`src/rtl/branch_target_loader.sv`:
```
// branch_target_loader
// Runtime-loadable branch-target table for the fetch path. Targets arrive
// over a valid/ready write port and fill consecutive entries from index 0.
// The addr -> Target lookup stays combinational and returns 0 for entries
// that have not been loaded since the last accepted Start.
//
// Handshake: a write beat transfers on a rising Clk edge where
// Wr_valid && Wr_ready are both high and Start is low. Wr_ready is high in
// every LOAD cycle. A Start in the same cycle takes priority and the
// offered beat is dropped. Wr_data must be stable whenever Wr_valid is high.
module branch_target_loader #(
  parameter int DEPTH = 32,
  parameter int TW    = 10
) (
  input  logic                     Clk,
  input  logic                     Reset_n,
  input  logic                     Start,
  input  logic [$clog2(DEPTH):0]   Count,
  input  logic                     Wr_valid,
  input  logic [TW-1:0]            Wr_data,
  output logic                     Wr_ready,
  output logic                     Busy,
  output logic                     Done,
  output logic [$clog2(DEPTH):0]   Loaded,
  output logic                     Err,
  input  logic [$clog2(DEPTH)-1:0] addr,
  output logic [TW-1:0]            Target,
  output logic [1:0]               dbg_state
);

  localparam int AW = $clog2(DEPTH);
  localparam int CW = AW + 1;

  typedef enum logic [1:0] {
    S_IDLE = 2'd0,
    S_LOAD = 2'd1,
    S_DONE = 2'd2
  } state_t;

  state_t        r_state;
  state_t        w_state_next;
  logic [CW-1:0] r_count;
  logic [CW-1:0] r_loaded;
  logic          r_err;
  logic [TW-1:0] r_table [DEPTH];

  logic          w_start_ok;
  logic          w_start_bad;
  logic          w_beat;
  logic [CW-1:0] w_loaded_inc;
  logic [CW-1:0] w_addr_ext;
  logic          w_hit;
  logic          w_done_miss;
  logic          w_wr_ready;
  logic          w_busy;
  logic          w_done;

  // A legal Count is 1..DEPTH; anything else only raises Err.
  assign w_start_ok   = Start && (Count != '0) && (Count <= CW'(DEPTH));
  assign w_start_bad  = Start && !w_start_ok;
  // Start always wins over a beat offered in the same cycle.
  assign w_beat       = (r_state == S_LOAD) && Wr_valid && !Start;
  assign w_loaded_inc = r_loaded + CW'(1);
  // Zero-extend addr so the bound check against Loaded is done at full width.
  assign w_addr_ext   = {1'b0, addr};
  assign w_hit        = (w_addr_ext < r_loaded);
  assign w_done_miss  = (r_state == S_DONE) && !w_hit;

  // State register; reset forces IDLE without waiting for a clock.
  always_ff @(posedge Clk or negedge Reset_n) begin
    if (!Reset_n) begin
      r_state <= S_IDLE;
    end else begin
      r_state <= w_state_next;
    end
  end

  // Next-state and per-state handshake/status outputs.
  always_comb begin
    w_state_next = r_state;
    w_wr_ready   = 1'b0;
    w_busy       = 1'b0;
    w_done       = 1'b0;
    case (r_state)
      S_IDLE: begin
        w_state_next = S_IDLE;
      end
      S_LOAD: begin
        w_wr_ready = 1'b1;
        w_busy     = 1'b1;
        if (w_beat && (w_loaded_inc == r_count)) begin
          w_state_next = S_DONE;
        end
      end
      S_DONE: begin
        w_done = 1'b1;
      end
      default: begin
        w_state_next = S_IDLE;
      end
    endcase
    // A legal Start restarts the load from any state, including mid-LOAD.
    if (w_start_ok) begin
      w_state_next = S_LOAD;
    end
  end

  // Count latch, fill pointer and table storage; a legal Start wipes the table.
  always_ff @(posedge Clk or negedge Reset_n) begin
    if (!Reset_n) begin
      r_count  <= '0;
      r_loaded <= '0;
      for (int i = 0; i < DEPTH; i++) begin
        r_table[i] <= '0;
      end
    end else if (w_start_ok) begin
      r_count  <= Count;
      r_loaded <= '0;
      for (int i = 0; i < DEPTH; i++) begin
        r_table[i] <= '0;
      end
    end else if (w_beat) begin
      // Loaded never passes r_count because the final beat leaves LOAD.
      r_table[r_loaded[AW-1:0]] <= Wr_data;
      r_loaded                  <= w_loaded_inc;
    end
  end

  // Sticky error: illegal Count, or an out-of-range lookup while in DONE.
  always_ff @(posedge Clk or negedge Reset_n) begin
    if (!Reset_n) begin
      r_err <= 1'b0;
    end else if (w_start_ok) begin
      r_err <= 1'b0;
    end else if (w_start_bad || w_done_miss) begin
      r_err <= 1'b1;
    end
  end

  // Lookup: entries beyond the loaded region read as 0.
  always_comb begin
    Target = '0;
    if (w_hit) begin
      Target = r_table[addr];
    end
  end

  assign Wr_ready  = w_wr_ready;
  assign Busy      = w_busy;
  assign Done      = w_done;
  assign Loaded    = r_loaded;
  assign Err       = r_err;
  assign dbg_state = r_state;

endmodule
```
`config.mk`:
```
export PLATFORM = sky130hd
export DESIGN_NAME = branch_target_loader
export DESIGN_NICKNAME = d
export VERILOG_FILES = /design/src/rtl/branch_target_loader.sv
export SDC_FILE = /design/constraint.sdc
export NUM_CORES = 1
export LEC_CHECK = 0
export CAP_MARGIN = 20
export CORE_MARGIN = 10
export CORE_UTILIZATION = 55
export CTS_CLUSTER_DIAMETER = 100
export DETAILED_ROUTE_END_ITERATION = 7
export PLACE_DENSITY = 0.83
export SETUP_SLACK_MARGIN = 0.05
export SYNTH_ARGS = -nofsm -noshare
export SYNTH_HDL_FRONTEND = slang
export SYNTH_SLANG_ARGS = --single-unit
```
`constraint.sdc`:
```
create_clock -name Clk -period 6.1 [get_ports Clk]
set_input_delay 0.61 -clock Clk [delete_from_list [all_inputs] [get_ports Clk]]
set_output_delay 0.61 -clock Clk [all_outputs]
set_load 0.02 [all_outputs]
```
==> metrics, run 1 <==
status completed; GPL Wtd Cong a little under 0.9; CTS tree built; final worst slack roughly 1600 ps; top cells by count, synth 376 x nand2_1, 335 x dfrtp_1, 324 x nand3_1, 295 x a21oi_2, 112 x clkbuf_1; Max Clock Freq roughly 220 MHz; design area 0.0196 mm²; die width about 200 µm; drc violations 0; Max-slew headroom 0.199; top cell type by total area after synthesis dfrtp_1; Cells after Synth ~1700; maxcap violations 0; slowest CP cell dfrtp_1; clock skew roughly 19 ps; Total Routing Usage GR 0.251; Remaining Overflow, GRT 0; Final Net Count between 1500 and 2000; CTS Buf Count 37; antenna violations before repair 0; top cell type's share of synthesized area 0.469; Crit. Startpoint Loaded[2]$_DFFE_PN0P_; Synth Flop Type dfrtp_1; total wire length between 50 and 60 mm; # H-tree levels 2; synth top area cells dfrtp_1 47%, a21oi_2 14%, mux4_2 10%; Post-CTS Hold Fix Bufs 0; Worst setup SP type flip-flop; register area share after synthesis 0.469; leakage roughly 7.4 nW; Synth cell types 33; minimum hold slack 118 ps; reg-to-reg startpoint Loaded[2]$_DFFE_PN0P_; Mapped Nets 1775; most frequent cell after synthesis nand2_1; Post-DRT Antenna Nets 0; post_cts resized 0; CP cell instances clkinv_1, ha_1, a21o_1, a21oi_1, o21ai_0, a21oi_1, buf_4, a22o_1, clkdlybuf4s50_1; Worst-Skew Late Latency ~530 ps; Hold Path Class primary input to async pin; CP Data Arrival Time slightly below 4000 ps; Most common cell on crit path a21oi_1; Slew Limit Fails 0; final period utilization 0.745; reg2reg path depth 6; reg-to-reg endpoint r_table[248]$_DFFE_PN0P_; Detailed Place HPWL between 30 and 40 mm; Antenna Cells 0; Worst Max-Slew Pin Slew 1200 ps; first-pass GRT wire length 82.4 mm; WL per Instance about 24 µm; via/cell ratio roughly 6.7; yosys warns 0; mean area per synthesized cell around 10 µm²; drt pass-1 iters 6; Tmin final between 4000 and 5000 ps; CTS Buffer Depth 3; Rows 65; core area between 0.03 and 0.04 mm²; FFs w/ async S/R, synth 1.00; Setup TNS 0 ps; share of cells above drive strength 1 0.289; placed instance area 0.0183 mm²; clk sink count around 340; CP Capture Type output port; synth-to-layout area growth 9.73%; Hold Vio Cnt, Final 0; RSZ-0062 raised after global routing no; CP Max Fanout 11; DP Worst Slack 1720 ps; EDFF count, synth 0; worst reg2reg setup slack around 3300 ps; die area 0.0401 mm²; Worst VDD drop around 0.00016 V; Setup CP Type flip-flop to output port; Worst path max stage delay roughly 660 ps; Synth Register Bits about 340; initial core utilization 0.562; Cell Area, Synth 0.0179 mm²; Setup-failing EPs final 0; largest net degree at the start of global routing 190; pwr/cell area ~270 mW/mm²; CTS root buf clkbuf_16; DR vias 14500; IO Port Bufs 46; CP required approximately 5500 ps; die span in y ~200 µm; IO Count 47; Worst-path clk slew 60 ps; DRT iter0 DRCs 1787; vias in the first global route about 15000; setup bufs post-CTS 0
## registers in the layout, summed over array words and instances (netlist names)
register,cells
Err,1
Loaded,6
dbg_state,2
r_count,6
r_table,320
## logic make-up (layout without fill, tap and decap cells)
logic type / after synthesis / after routing / share of synthesized area
simple gates: 740 / 740 / 0.182
compound gates: 384 / 384 / 0.178
flops: 335 / 335 / 0.469
buf+inv: 177 / 159 / 0.0545
mux: 86 / 86 / 0.105
xor+xnor: 12 / 12 / 0.00588
fa+ha+maj: 8 / 8 / 0.00560
## worst max-delay path, delay by kind of cell (launching register included)
kind                       cells  cell delay, ps
AOI/OAI and AO/OA              5            1120
DFF                            1             660
adders and majority gates      1             320
buffers and inverters          3            1300
## layout make-up
| cell class | count | area (µm²) |
|---|---|---|
| fill | 2465 | 12200 |
| multi-input combinational | 1230 | 8560 |
| sequential | 335 | 8380 |
| clock buffer | 53 | 1100 |
| timing repair buffer | 91 | 851 |
| tap | 435 | 544 |
| clock inverter | 9 | 149 |
| inverter | 6 | 22.5 |
## stage by stage
step	std cells	power, W	util
3_5_place_dp	2094	0.00293	0.576
3_3_place_gp	2094	0.00292	0.576
2_1_floorplan	1742	0.00273	-
4_1_cts	2156	0.00523	0.615
6_report	2159	0.00523	0.617
5_1_grt	2159	0.00538	0.617
## worst max path at each step
stage                end  slack, ps  cells after the start
2_1_floorplan  Target[0]       3230                      8
3_3_place_gp   Target[2]       1750                      8
3_5_place_dp   Target[2]       1720                      8
4_1_cts        Target[1]       1210                      8
5_1_grt        Target[4]       1430                      9
6_report       Target[9]       1550                      9
## cell usage in the layout (no fill, tap or decap), types with 31 or more instances in the layout
master,netlist,routed
mux4_2,80,80
a21oi_2,295,295
clkdlybuf4s50_1,0,42
clkbuf_16,0,39
a22oi_1,40,40
buf_4,5,43
nand3_1,324,324
nand2_1,376,376
a21oi_1,31,31
dfrtp_1,335,335
## where the power goes
group	total [W]	switching (W)	internal (W)
combinational	0.000586	0.000415	0.000171
sequential	0.00232	0.0000463	0.00227
clock	0.00232	0.000907	0.00142
total	0.00523	0.00137	0.00386
## per-layer routing
layer | vias up | GRT usage | wire length [µm] | part of all wire
li1 | 6070 | - | - | -
met4 | 0 | 0.125 | 2210 | 0.043
met3 | 178 | 0.0627 | 5480 | 0.11
met2 | 961 | 0.393 | 24300 | 0.47
met1 | 7339 | 0.318 | 19200 | 0.38
met5 | - | 0 | 0 | 0
(Power assumes the default switching activity.)
==> run 2, diff against run 1 <==
- clock period: 6.1 -> 4.2 ns (I/O delays scaled with it)
==> metrics, run 2 (same netlist as run 1, synthesis figures left out) <==
status completed; Rows 65 (unchanged); die area 0.0401 mm² (unchanged); Post-DRT Antenna Nets 0 (unchanged); CTS Buffer Depth 3 (unchanged); CTS root buf clkbuf_16; total wire length 51.0 mm (-0.46%); Worst Max-Slew Pin Slew 933 ps (-269 ps); CP required 3780 ps (-1710 ps); CP Data Arrival Time 3500 ps (-440 ps); Slew Limit Fails 0 (unchanged); drc violations 0 (unchanged); setup bufs post-CTS 0 (unchanged); IO Count 47 (unchanged); first-pass GRT wire length 82.2 mm (-0.28%); CTS Buf Count 36 (-2.7%); Fill cells 2454 (-0.45%); Total Routing Usage GR 0.250 (-0.000918); Largest register FFs 320 (unchanged); Setup CP Type flip-flop to output port; antenna violations before repair 0 (unchanged); DR vias 14400 (-1.0%); clk sink count 335 (unchanged); Hold Path Class flip-flop to flip-flop; largest net degree at the start of global routing 107 (-44%); vias in the first global route 14900 (-0.59%); Clk pwr share 0.436 (-0.008); Worst-Skew Late Latency 530 ps (about the same); Worst-path clk slew 70 ps (about the same); Flop pwr share 0.448 (+0.004); Worst setup SP type flip-flop; RSZ-0062 raised after global routing no; IO Port Bufs 46 (unchanged); CP Capture Type output port; maxcap violations 0 (unchanged); Remaining Overflow, GRT 0 (unchanged); initial core utilization 0.562 (unchanged); most common cell after layout, fill and taps aside nand2_1; synth-to-layout area growth 10.3%; Setup TNS 0 ps (unchanged); WL per Instance 23.5 µm (-0.87%); clock skew 13.4 ps (-5.68 ps); Combinational Power Share 0.116 (+0.004); share of cells above drive strength 1 0.297 (+0.00773); drt pass-1 iters 7 (+1); DRT iter0 DRCs 1818 (+1.7%); internal cell power 0.00555 W (+44%); Detailed Place HPWL 30.9 mm (+1.9%); Hold Vio Cnt, Final 0 (unchanged); GPL Wtd Cong 0.911 (+5.0%); sw frac 0.262 (+0.000539); final core occ 0.620 (+0.00307); final period utilization 0.934; Worst VDD drop 0.000231 V (+42%); CP Max Fanout 11 (unchanged); # H-tree levels 2 (unchanged); Final Net Count 1745 (+0.63%); leakage 7.50 nW (+0.70%); pwr/cell area 382 mW/mm² (+43%); die span in y 200 µm (unchanged); via/cell ratio 6.64 (-1.5%); Antenna Cells 0 (unchanged); Setup-failing EPs final 0 (unchanged); Max Clock Freq ~250 MHz; Max-slew headroom 0.376 (+0.177); switching power 0.00197 W (+44%); most frequent cells in the layout 376 x nand2_1, 333 x dfrtp_1, 324 x nand3_1; Tmin final about 3900 ps; Largest Register r_table; die width 200 µm (unchanged); core area 0.0318 mm² (unchanged); CTS tree built
[run 2: final timing paths]
path,start,cells after the start,endpoint,slack [ps]
max,Loaded[4]$_DFFE_PN0P_,8,Target[9],280
min,r_table[241]$_DFFE_PN0P_,2,r_table[241]$_DFFE_PN0P_,520
max reg2reg,Loaded[4]$_DFFE_PN0P_,6,r_table[115]$_DFFE_PN0P_,1570
min reg2reg,r_table[241]$_DFFE_PN0P_,2,r_table[241]$_DFFE_PN0P_,520
max in group asynchronous,Reset_n,3,r_table[34]$_DFFE_PN0P_,2610
min in group asynchronous,Reset_n,2,dbg_state[0]$_DFFE_PN0P_,550
[run 2: stage by stage]
stage | power [W] | worst slack [ps] | area (µm²) | cells | hold WS [ps]
6_report | 0.00752 | 277 | 19700 | 2168 | 524
2_1_floorplan | 0.00397 | 1520 | 17900 | 1742 | 124
3_3_place_gp | 0.00425 | 718 | 18500 | 2108 | 506
3_5_place_dp | 0.00428 | 631 | 18500 | 2108 | 514
4_1_cts | 0.00752 | 94.8 | 19700 | 2168 | 522
5_1_grt | 0.00776 | 155 | 19700 | 2168 | 536
[run 2: final cells by class]
cell class	instances	area, µm²	area share
clock inverter	11	161	0.00819
sequential	335	8390	0.426
timing repair buffer	103	981	0.0498
multi-input combinational	1230	8560	0.434
clock buffer	48	1050	0.0531
tap	435	544	0.0276
inverter	6	26.3	0.00133
[run 2: power groups by stage]
stage	sequential (W)	combinational [W]	clock (W)
detailed placement	0.00342	0.000852	0
global placement	0.00342	0.000834	0
CTS	0.00337	0.000858	0.00330
finish	0.00337	0.000870	0.00328
floorplan	0.00341	0.000556	0
global route	0.00338	0.000924	0.00346
[run 2: repair_timing]
action | CTS | global route
gates resized for setup | 0 | 3
hold endpoints to repair | 10 | 0
hold buffers | 1 | 0
setup endpoints to repair | 0 | 10
[run 2: critical path: stages (launching register included)]
cell	delay [ps]
dfrtp_1	630
inv_1	220
ha_1	360
nand3_1	70
o21ai_0	500
a21oi_1	160
buf_4	220
a22o_1	260
clkdlybuf4s50_1	560
[run 2: metal layers]
metal,track usage,share of wire,vias to the layer above
met5,0,0,-
met4,0.116,0.046,0
li1,-,-,6081
met3,0.0587,0.10,174
met1,0.323,0.38,7255
met2,0.392,0.47,886
